**src/rtl/flex_pts_serializer_if.sv**
```systemverilog
// Word-side handshake between a byte/word source (master) and the serializer (slave).
// A word moves on a rising edge where in_valid and in_ready are both high.
interface flex_pts_serializer_if #(
    parameter int NUM_BITS = 8
);
    localparam int LEN_W = $clog2(NUM_BITS + 1);

    logic                in_valid;
    logic                in_ready;
    logic [NUM_BITS-1:0] in_data;
    logic [LEN_W-1:0]    in_len;
    logic                in_msb_first;

    modport master (
        output in_valid,
        output in_data,
        output in_len,
        output in_msb_first,
        input  in_ready
    );

    modport slave (
        input  in_valid,
        input  in_data,
        input  in_len,
        input  in_msb_first,
        output in_ready
    );
endinterface

```
**src/rtl/flex_pts_serializer.sv**
```systemverilog
// Parallel-to-serial shifter with a one-word holding buffer, per-word length and bit
// order, strobe-paced output, and registered word_done/underrun status pulses.
module flex_pts_serializer #(
    parameter int NUM_BITS = 8,
    parameter bit IDLE_BIT = 1'b1
) (
    input  logic clk,
    input  logic n_rst,
    input  logic flush,
    flex_pts_serializer_if.slave word_if,
    input  logic shift_strobe,
    output logic serial_out,
    output logic busy,
    output logic word_done,
    output logic underrun,
    output logic dbg_state_o
);
    localparam int LEN_W = $clog2(NUM_BITS + 1);
    localparam logic [LEN_W-1:0] FULL_LEN = LEN_W'(NUM_BITS);
    localparam logic [LEN_W-1:0] ONE_LEN  = LEN_W'(1);

    typedef enum logic [0:0] {
        IDLE  = 1'b0,
        SHIFT = 1'b1
    } state_t;

    state_t              state_q;
    logic [NUM_BITS-1:0] sr_q;
    logic [LEN_W-1:0]    cnt_q;
    logic                msb_q;
    logic                hold_valid_q;
    logic [NUM_BITS-1:0] hold_data_q;
    logic [LEN_W-1:0]    hold_len_q;
    logic                hold_msb_q;
    logic                word_done_q;
    logic                underrun_q;

    logic [LEN_W-1:0]    hold_len_d;
    logic [NUM_BITS-1:0] load_sr_d;
    logic                accept_d;
    logic                last_bit_d;

    // Length is normalised on accept so the shifter only ever sees 1..NUM_BITS.
    assign hold_len_d = (word_if.in_len == '0 || word_if.in_len > FULL_LEN)
                        ? FULL_LEN : word_if.in_len;

    // MSB-first words are left-justified so the first bit always sits at the top.
    assign load_sr_d  = hold_msb_q ? (hold_data_q << (FULL_LEN - hold_len_q)) : hold_data_q;

    assign accept_d   = word_if.in_valid && !hold_valid_q;
    assign last_bit_d = (state_q == SHIFT) && shift_strobe && (cnt_q == ONE_LEN);

    assign word_if.in_ready = !hold_valid_q;
    assign busy             = (state_q == SHIFT);
    assign dbg_state_o      = state_q;
    assign word_done        = word_done_q;
    assign underrun         = underrun_q;
    assign serial_out       = (state_q == SHIFT) ? (msb_q ? sr_q[NUM_BITS-1] : sr_q[0])
                                                 : IDLE_BIT;

    always_ff @(posedge clk or negedge n_rst) begin
        if (!n_rst) begin
            state_q      <= IDLE;
            sr_q         <= {NUM_BITS{IDLE_BIT}};
            cnt_q        <= '0;
            msb_q        <= 1'b0;
            hold_valid_q <= 1'b0;
            hold_data_q  <= '0;
            hold_len_q   <= '0;
            hold_msb_q   <= 1'b0;
            word_done_q  <= 1'b0;
            underrun_q   <= 1'b0;
        end else if (flush) begin
            state_q      <= IDLE;
            sr_q         <= {NUM_BITS{IDLE_BIT}};
            cnt_q        <= '0;
            hold_valid_q <= 1'b0;
            word_done_q  <= 1'b0;
            underrun_q   <= 1'b0;
        end else begin
            word_done_q <= last_bit_d;
            underrun_q  <= (state_q == IDLE) && shift_strobe;

            case (state_q)
                IDLE: begin
                    // A strobe arriving with the load is reported, never applied.
                    if (hold_valid_q) begin
                        state_q      <= SHIFT;
                        sr_q         <= load_sr_d;
                        cnt_q        <= hold_len_q;
                        msb_q        <= hold_msb_q;
                        hold_valid_q <= 1'b0;
                    end
                end
                SHIFT: begin
                    if (shift_strobe) begin
                        if (cnt_q > ONE_LEN) begin
                            sr_q  <= msb_q ? {sr_q[NUM_BITS-2:0], IDLE_BIT}
                                           : {IDLE_BIT, sr_q[NUM_BITS-1:1]};
                            cnt_q <= cnt_q - ONE_LEN;
                        end else if (hold_valid_q) begin
                            sr_q         <= load_sr_d;
                            cnt_q        <= hold_len_q;
                            msb_q        <= hold_msb_q;
                            hold_valid_q <= 1'b0;
                        end else begin
                            state_q <= IDLE;
                            sr_q    <= {NUM_BITS{IDLE_BIT}};
                            cnt_q   <= '0;
                        end
                    end
                end
                default: begin
                    state_q <= IDLE;
                    cnt_q   <= '0;
                end
            endcase

            // Accept requires an empty hold, so it can never collide with a load.
            if (accept_d) begin
                hold_valid_q <= 1'b1;
                hold_data_q  <= word_if.in_data;
                hold_len_q   <= hold_len_d;
                hold_msb_q   <= word_if.in_msb_first;
            end
        end
    end
endmodule

```
**src/flat_wrapper.sv**
```systemverilog
// flat-port wrapper written by rule: the top's interface ports become plain ports
module flex_pts_serializer_flat 
#(
    parameter int NUM_BITS = 8,
    parameter bit IDLE_BIT = 1'b1
)
  (clk, n_rst, flush, shift_strobe, serial_out, busy, word_done, underrun, dbg_state_o, word_if_in_valid, word_if_in_data, word_if_in_len, word_if_in_msb_first, word_if_in_ready);
  flex_pts_serializer_if #(.NUM_BITS(NUM_BITS)) word_if_i ();
  input  logic clk;
  input  logic n_rst;
  input  logic flush;
  input  logic shift_strobe;
  output logic serial_out;
  output logic busy;
  output logic word_done;
  output logic underrun;
  output logic dbg_state_o;
  input wire logic [$bits(word_if_i.in_valid)-1:0] word_if_in_valid;
  input wire logic [$bits(word_if_i.in_data)-1:0] word_if_in_data;
  input wire logic [$bits(word_if_i.in_len)-1:0] word_if_in_len;
  input wire logic [$bits(word_if_i.in_msb_first)-1:0] word_if_in_msb_first;
  output wire logic [$bits(word_if_i.in_ready)-1:0] word_if_in_ready;
  assign word_if_i.in_valid = word_if_in_valid;
  assign word_if_i.in_data = word_if_in_data;
  assign word_if_i.in_len = word_if_in_len;
  assign word_if_i.in_msb_first = word_if_in_msb_first;
  assign word_if_in_ready = word_if_i.in_ready;
  flex_pts_serializer #(.NUM_BITS(NUM_BITS), .IDLE_BIT(IDLE_BIT)) u_core (.clk(clk), .n_rst(n_rst), .flush(flush), .word_if(word_if_i), .shift_strobe(shift_strobe), .serial_out(serial_out), .busy(busy), .word_done(word_done), .underrun(underrun), .dbg_state_o(dbg_state_o));
endmodule
```
**config.mk**
```make
export PLATFORM = sky130hd
export DESIGN_NAME = flex_pts_serializer_flat
export DESIGN_NICKNAME = d
export VERILOG_FILES = /design/src/rtl/flex_pts_serializer_if.sv /design/src/rtl/flex_pts_serializer.sv /design/src/flat_wrapper.sv
export SDC_FILE = /design/constraint.sdc
export NUM_CORES = 1
export LEC_CHECK = 0
export CAP_MARGIN = 20
export CORE_MARGIN = 3
export CORE_UTILIZATION = 55
export DETAILED_ROUTE_END_ITERATION = 16
export HOLD_SLACK_MARGIN = 0.1
export PLACE_DENSITY = 0.79
export SLEW_MARGIN = 10
export SYNTH_ARGS = -nofsm -noshare
export SYNTH_HDL_FRONTEND = slang
export SYNTH_SLANG_ARGS = --single-unit
```
**constraint.sdc**
```tcl
create_clock -name clk -period 3.13 [get_ports clk]
set_clock_uncertainty 0.15 [all_clocks]
set_input_delay 0.939 -clock clk [delete_from_list [all_inputs] [get_ports clk]]
set_output_delay 0.939 -clock clk [all_outputs]
set_load 0.05 [all_outputs]
```
; Word-level counts from Yosys, hierarchy flattened
; Index checks and enable logic that the tools add are counted.
[word_totals]
register_bits = 30
out_inout_bits = 6
[op_classes]
addsub = 2
n_lt_le_gt_ge = 2
n_eq_ne = 7
shifts = 1
mux = 33
bitwise = 2
n_reduce_logical = 11
[op_table]
columns = op, count
row1 = 8-bit two-way mux, 7
row2 = 4-bit two-way mux, 6
row3 = 8-bit one-hot mux with 2 select lines, 1
row4 = 1-bit two-way mux, 15
row5 = "4-bit inequality test, second input constant", 2
row6 = 4-bit one-hot mux with 2 select lines, 1
row7 = 8-bit by 4-bit left shift with 8-bit output, 1
row8 = 1-bit one-hot mux with 2 select lines, 3
row9 = 2-bit AND reduction, 3
row10 = "4-bit by 1-bit equality test with 1-bit output, second input constant", 1
row11 = "4-bit by 1-bit greater-than comparator with 1-bit output, second input constant", 1
row12 = "4-bit greater-than comparator, second input constant", 1
row13 = 1-bit logical AND, 4
row14 = 4-bit zero test, 1
row15 = "2-bit inequality test, second input constant", 2
row16 = "4-bit by 1-bit subtractor with 4-bit output, second input constant", 1
row17 = "4-bit subtractor, first input constant", 1
row18 = "3-bit by 2-bit inequality test with 1-bit output, second input constant", 1
row19 = "3-bit inequality test, second input constant", 1
row20 = 3-bit AND reduction, 1
row21 = 1-bit NOT, 2
row22 = 1-bit zero test, 1
row23 = 1-bit logical OR, 1

; Depth between registers and ports, before layout
; Gate-level depths: netlist of the first run.
[depth]
word_depth = 8
depth_mapped = 9

; Least setup slack after synthesis of the first run
; No wires, ideal clock.
[synth_timing]
path_kind = reg2reg
from = register u_core.hold_len_q[0]
to = register u_core.sr_q[7]
setup_ps = 86
arrival_ps = 2130
required_time_ps = 2894
path_slack_ps = 764
path_stages_with_launch = 10
path_buffers = 3
cell_sequence = dfrtp_1 > buf_6 > buf_2 > inv_1 > ha_1 > buf_6 > mux4_2 > mux2_2 > a221oi_2 > a21oi_1
[synth_between]
elab_chain_cells = 8
word_cells_on_any_way = 9
classes_between = add/sub: 1 / shift: 1 / mux: 7
[synth_rtl]
columns = item, line
row1 = start: declaration, flex_pts_serializer.sv:33  ; logic [LEN_W-1:0] hold_len_q;
row2 = start signal: assignment, flex_pts_serializer.sv:123  ; hold_len_q <= hold_len_d;
row3 = 4-bit subtractor (*), flex_pts_serializer.sv:48  ; assign load_sr_d = hold_msb_q ? (hold_data_q << (FULL_LEN - hold_len_q)) : hold_data_q;
row4 = 8-bit by 4-bit left shift with 8-bit output (*), flex_pts_serializer.sv:48
row5 = 8-bit two-way mux (*), flex_pts_serializer.sv:48
row6 = 8-bit two-way mux, flex_pts_serializer.sv:101  ; end else if (hold_valid_q) begin
row7 = 8-bit two-way mux, flex_pts_serializer.sv:97  ; if (cnt_q > ONE_LEN) begin
row8 = 8-bit two-way mux, flex_pts_serializer.sv:96  ; if (shift_strobe) begin
row9 = 8-bit one-hot mux with 2 select lines (*), flex_pts_serializer.sv:84  ; case (state_q)
row10 = 8-bit two-way mux (*), flex_pts_serializer.sv:73  ; end else if (flush) begin
row11 = end signal: assignment, flex_pts_serializer.sv:75  ; sr_q <= {NUM_BITS{IDLE_BIT}};
row12 = end signal: assignment, flex_pts_serializer.sv:89  ; sr_q <= load_sr_d;
row13 = end signal: assignment, flex_pts_serializer.sv:98  ; sr_q <= msb_q ? {sr_q[NUM_BITS-2:0], IDLE_BIT}
row14 = end: declaration, flex_pts_serializer.sv:28  ; logic [NUM_BITS-1:0] sr_q;
; Every way passes the cells marked *; elsewhere a longest branch is shown, timed or not. The select of a mux whose other input is x is not followed.
; A chain may end at the register's enable or synchronous reset.

; Worst setup path after layout of the first run
[layout_timing]
from = register u_core.msb_q
to = output port serial_out
[layout_between]
elab_chain_cells = 2
[layout_rtl]
columns = item, line
row1 = start: declaration, flex_pts_serializer.sv:30  ; logic msb_q;
row2 = start signal: assignment, flex_pts_serializer.sv:91  ; msb_q <= hold_msb_q;
row3 = start signal: assignment, flex_pts_serializer.sv:104  ; msb_q <= hold_msb_q;
row4 = 1-bit two-way mux (2 in series), flex_pts_serializer.sv:58  ; assign serial_out = (state_q == SHIFT) ? (msb_q ? sr_q[NUM_BITS-1] : sr_q[0])
row5 = end: declaration, flat_wrapper.sv:13  ; output logic serial_out;
; Every way passes these cells.

==> results of run 1 <==
==> power by group through the flow <==
stage,combinational [mW],clock (mW),sequential (mW)
floorplan,0.337,0,0.502
global placement,0.394,0,0.528
detailed placement,0.407,0,0.530
CTS,0.409,0.252,0.523
global route,0.450,0.271,0.534
finish,0.412,0.245,0.525
==> stage by stage <==
step,cell area [um^2],util
5_1_grt,2220,0.698
3_5_place_dp,2160,0.679
4_1_cts,2220,0.698
6_report,2220,0.698
2_1_floorplan,1910,-
3_3_place_gp,2160,0.679
==> layout make-up <==
cell class,count,area [um^2],share of cell area
clock buffers,7,55.1,0.0248
clock inverters,1,5.00,0.00226
inverters,11,41.3,0.0186
multi-input cells,133,1040,0.469
flip-flops and latches,30,761,0.343
well taps,44,55.1,0.0248
repair buffers,27,260,0.117
==> metal layers <==
metal  global-route usage  part of all wire  vias to the layer above  wire [um]
li1                     -                 -                      741          -
met1                0.279              0.42                      758       1710
met2                0.341              0.48                       62       1960
met3               0.0711             0.079                       11        323
met4               0.0923             0.022                        0         92
met5                    0                 0                        -          0
==> cell usage after synthesis, types with 3 or more instances <==
master    count
mux2i_1       9
a31oi_1       3
nor3_1        6
nor2_1        9
mux2_2       14
buf_2         4
a221oi_1      3
nand3b_1      5
a21oi_1      14
dfstp_2       8
ha_1          3
clkbuf_1      4
nand2_1       9
mux4_2        3
o21ai_0      16
inv_1        11
dfrtp_1      22
==> registers in the layout, summed over array words and instances (netlist names) <==
signal / flops
u_core.cnt_q: 4
u_core.hold_msb_q: 1
u_core.busy: 1
u_core.msb_q: 1
u_core.sr_q: 8
u_core.underrun: 1
u_core.hold_len_q: 4
u_core.hold_data_q: 8
u_core.word_done: 1
u_core.hold_valid_q: 1
==> path summary, 6_finish.rpt <==
check	from	end	slack [ns]
worst max register to register	u_core.hold_len_q[1]$_DFFE_PN0P_	u_core.sr_q[7]$_DFFE_PN1P_	0.71
worst max-delay path	u_core.msb_q$_DFFE_PN0P_	serial_out	0.08
worst min-delay path	u_core.sr_q[4]$_DFFE_PN1P_	u_core.sr_q[4]$_DFFE_PN1P_	0.42
min in group asynchronous	n_rst	u_core.word_done$_DFF_PN0_	0.82
max in group asynchronous	n_rst	u_core.sr_q[5]$_DFFE_PN1P_	1.70
worst min register to register	u_core.sr_q[4]$_DFFE_PN1P_	u_core.sr_q[4]$_DFFE_PN1P_	0.42
==> worst max-delay path: stages (launching register included) <==
cell and delay, ns:
dfrtp_1 0.59, mux2i_1 0.23, nand2_1 0.07, clkdlybuf4s50_1 0.71
==> logic make-up (layout without fill, tap and decap cells) <==
kind of cell / after synthesis / after routing / synth area share
buf+inv: 22 / 46 / 0.0557
flops: 30 / 30 / 0.399
mux: 29 / 29 / 0.201
simple gates: 42 / 42 / 0.120
xor+xnor: 1 / 1 / 0.00459
compound gates: 58 / 58 / 0.201
fa+ha+maj: 3 / 3 / 0.0197
==> impl_metrics.toml, run 1 <==
[status]
outcome = "finished clean"

[grt]
track_usage = 0.219
antenna_found_initial = 0
grt_pass1_vias = 1524
overflow = 0
grt_pass1_wl_mm = 7.10
grt_max_degree = 31

[finish]
mostFrequentLayoutCells = "clkdlybuf4s50_1, dfrtp_1, o21ai_0, mux2_2, a21oi_1"
final_common_cell = "clkdlybuf4s50_1"
fin_nets = 229
diodes = 0
drive_gt1_frac = 0.211
area_growth_pct = 16.3
fin_cells = 253
n_fill_cell = 255

[die]
dieArea_um2 = 4210
die_y_um = 64.9
start_util = 0.600
rows = 20
die_x_um = 64.9
fp.coreArea_um2 = 3180
ioPinCount = 24

[clock_tree]
holdBufCountCts = 0
root_buffer = "clkbuf_4"
ctsResizeCount = 0
cts_setup_buffers = 0
clk_pin_slew_ns = 0.10
cts_buffers = 5
clock_sinks = 30
clock_latency_ns = 0.35
clock_path_buffers = 2
htreeDepth = 2
cts_tree = "built"

[yosys]
async_flop_share = 1.00
ys_seq_area_frac = 0.399
synthCells = 185
ys_seq_elements = 30
synth_cell_types = 46
yosysTopAreaCellShare = 0.289
synth.top_cells.by_area = "dfrtp_1, dfstp_2, mux2_2, mux2i_1, o21ai_0"
synth-edff-count = 0
synth_top_area_cell = "dfrtp_1"
netlist_area_um2 = 1910
yosys_most_used_dff = "dfrtp_1"
syn-num-nets = 206
yosys_warnings = 0
synth_area_per_cell_um2 = 10.3

[sta]
rsz0062_at_grt = "false"
max_freq_ghz = 0.328
drv_slew = 0
finalCriticalPeriod_ns = 3.05
layout_setup_ws_ns = 0.0793
tns_ns = 0
setup_viol = 0
hold_ws_ns = 0.415
worst_pin_slew_ns = 0.557
slew_headroom = 0.626
fin_crit_sh = 0.975
hold_viol = 0

[placement]
pre_cts_slack_ns = 0.401
dpl.cell_count = 245
hpwl_mm = 2.95
numPortBuffers = 23
place_congestion = 0.867

[detailed_routing]
wl_per_cell_um = 16.2
drt_iter0_drc = 110
postRouteAntennaNets = 0
wl_mm = 4.09
viasPerCell = 6.21
drt-pass1-iter-count = 4
route.detailed.drc = 0
num_vias = 1572

[power]
cellLeakagePower_nw = 0.853
ir_worst_vdd_mv = 0.296
p_total_mw = 1.18
internal_power_mw = 0.772
p_per_area_nw_per_um2 = 533
pwr-share-comb = 0.349
clkPwrFrac = 0.208
power_frac_seq = 0.444
switching_share = 0.347
switching_power_mw = 0.411

[setup_path]
critPathMaxFanout = 10
rr_worst_depth = 6
required_ns = 2.04
cp.arrival_ns = 1.96
start_kind = "register"
path_class = "register to primary output"
cp-end-kind = "primary output"

[min_path]
hold_path_depth = 2
hp-class = "register to register"

[flow_run]
cap_violations = 0
(Power assumes the default switching activity.)
==> run 2, diff against run 1 <==
--- a/config.mk
+++ b/config.mk
@@ -11,6 +11,7 @@
 export DETAILED_ROUTE_END_ITERATION = 16
 export HOLD_SLACK_MARGIN = 0.1
 export PLACE_DENSITY = 0.79
+export SKIP_CTS_REPAIR_TIMING = 1
 export SLEW_MARGIN = 10
 export SYNTH_ARGS = -nofsm -noshare
 export SYNTH_HDL_FRONTEND = slang
==> results of run 2 <==
Same layout as run 1: the final DEF is identical, and so are final timing and power.
==> run 3, diff against run 2 <==
--- a/config.mk
+++ b/config.mk
@@ -6,7 +6,6 @@
 export NUM_CORES = 1
 export LEC_CHECK = 0
 export CAP_MARGIN = 20
-export CORE_MARGIN = 3
 export CORE_UTILIZATION = 55
 export DETAILED_ROUTE_END_ITERATION = 16
 export HOLD_SLACK_MARGIN = 0.1
==> impl_metrics.toml, run 3 (same netlist as run 1, synthesis figures left out) <==
[status]
outcome = "finished clean"

[clock_tree]
cts_buffers = 5
root_buffer = "clkbuf_4"
htreeDepth = 2
clock_path_buffers = 2
clock_sinks = 30
clock_latency_ns = 0.34
clk_pin_slew_ns = 0.10
cts_tree = "built"

[setup_path]
cpLargestDelayFamily = "buffers and inverters"
crit_end = "serial_out"
required_ns = 2.04
rr_worst_depth = 6
crit_path_top_delay_cell = "clkdlybuf4s50_1"
critPathMaxFanout = 10
startpoint = "u_core.msb_q$_DFFE_PN0P_"
cp.arrival_ns = 1.93
path_class = "register to primary output"
r2r_start = "u_core.hold_len_q[1]$_DFFE_PN0P_"
worstReg2RegEnd = "u_core.sr_q[7]$_DFFE_PN1P_"
start_kind = "register"
r2r_setup_slack_ns = 0.69
cp-end-kind = "primary output"
cp_num_cells = 3
path_cells = "mux2i_1 -> nand2_1 -> clkdlybuf4s50_1"
path_buf_inv = 1
max_stage_delay_ns = 0.80

[sta]
tns_ns = 0
hold_ws_ns = 0.419
setup_viol = 0
rsz0062_at_grt = "false"
drv_slew = 0
hold_viol = 0
finalCriticalPeriod_ns = 3.02
max_freq_ghz = 0.331
fin_crit_sh = 0.966
worst_pin_slew_ns = 0.633
slew_headroom = 0.576

[die]
ioPinCount = 24
rows = 21
fp.coreArea_um2 = 3340
die_x_um = 60.9
die_y_um = 60.9
dieArea_um2 = 3710
start_util = 0.572

[finish]
reg.largest.list = "u_core.hold_data_q x8, u_core.sr_q x8"
diodes = 0
fin_nets = 230
n_fill_cell = 269
mostFrequentLayoutCells = "clkdlybuf4s50_1, dfrtp_1, o21ai_0, mux2_2, a21oi_1"
seq_area_um2 = 761
multi_input_area_um2 = 1040
fin_cells = 256
drive_gt1_frac = 0.210
area_growth_pct = 16.7
final_common_cell = "clkdlybuf4s50_1"

[grt]
antenna_found_initial = 0
grt_max_degree = 31
track_usage = 0.257
overflow = 0
grt_pass1_wl_mm = 6.76
grt_pass1_vias = 1451

[detailed_routing]
postRouteAntennaNets = 0
route.detailed.drc = 0
drt_iter0_drc = 125
viasPerCell = 6.17
drt-pass1-iter-count = 4
num_vias = 1580
wl_per_cell_um = 16.5
wl_mm = 4.22

[min_path]
hp-class = "register to register"

[power]
cellLeakagePower_nw = 0.856
switching_share = 0.346
ir_worst_vdd_mv = 0.268
switching_power_mw = 0.410
pwr-share-comb = 0.348
power_frac_seq = 0.444
clkPwrFrac = 0.208
internal_power_mw = 0.775
p_per_area_nw_per_um2 = 532

[placement]
numPortBuffers = 23
hpwl_mm = 3.03
place_congestion = 0.880
dpl.cell_count = 248

[flow_run]
cap_violations = 0
## run 3: metal layers
| metal | GRT usage | share of wire | vias up |
|---|---|---|---|
| met3 | 0.0448 | 0.058 | 5 |
| met2 | 0.425 | 0.49 | 54 |
| met4 | 0.117 | 0.011 | 0 |
| li1 | - | - | 745 |
| met5 | 0 | 0 | - |
| met1 | 0.329 | 0.44 | 776 |
## run 3: final cells by class
cell class	count	share of cell area
Multi-Input combinational cell	133	0.467
Sequential cell	30	0.342
Timing Repair Buffer	28	0.120
Clock buffer	8	0.0264
Tap cell	46	0.0258
Inverter	11	0.0185
## run 3: worst reg2reg max path: stages, from the launching register on
cell and delay [ns]:
dfrtp_1 0.44, inv_1 0.09, ha_1 0.51, mux4_2 0.58, mux2_2 0.29, a221oi_2 0.24, a21oi_1 0.08
## run 3: worst min-delay path by stage
stage	from	endpoint	slack [ns]	depth (start not counted)
CTS	u_core.sr_q[3]$_DFFE_PN1P_	u_core.sr_q[3]$_DFFE_PN1P_	0.42	2
global placement	u_core.sr_q[2]$_DFFE_PN1P_	u_core.sr_q[2]$_DFFE_PN1P_	0.40	2
detailed placement	u_core.sr_q[3]$_DFFE_PN1P_	u_core.sr_q[3]$_DFFE_PN1P_	0.41	2
global route	u_core.sr_q[3]$_DFFE_PN1P_	u_core.sr_q[3]$_DFFE_PN1P_	0.45	2
floorplan	u_core.hold_data_q[6]$_DFFE_PN0P_	u_core.hold_data_q[6]$_DFFE_PN0P_	0.37	1
finish	u_core.sr_q[3]$_DFFE_PN1P_	u_core.sr_q[3]$_DFFE_PN1P_	0.42	2
## run 3: power groups by stage
stage | Sequential, mW | Clock (mW) | Combinational [mW]
floorplan | 0.502 | 0 | 0.337
global placement | 0.526 | 0 | 0.395
detailed placement | 0.531 | 0 | 0.409
CTS | 0.524 | 0.252 | 0.411
global route | 0.535 | 0.271 | 0.447
finish | 0.526 | 0.246 | 0.413
## run 3: through the flow
step           power, mW   util  worst slack (ns)  instance area (um^2)
5_1_grt             1.25  0.667            0.0374                  2230
4_1_cts             1.19  0.667            0.0922                  2230
6_report            1.18  0.667             0.107                  2230
3_5_place_dp       0.939  0.650             0.488                  2170
2_1_floorplan      0.838      -             0.764                  1910
3_3_place_gp       0.921  0.650             0.524                  2170
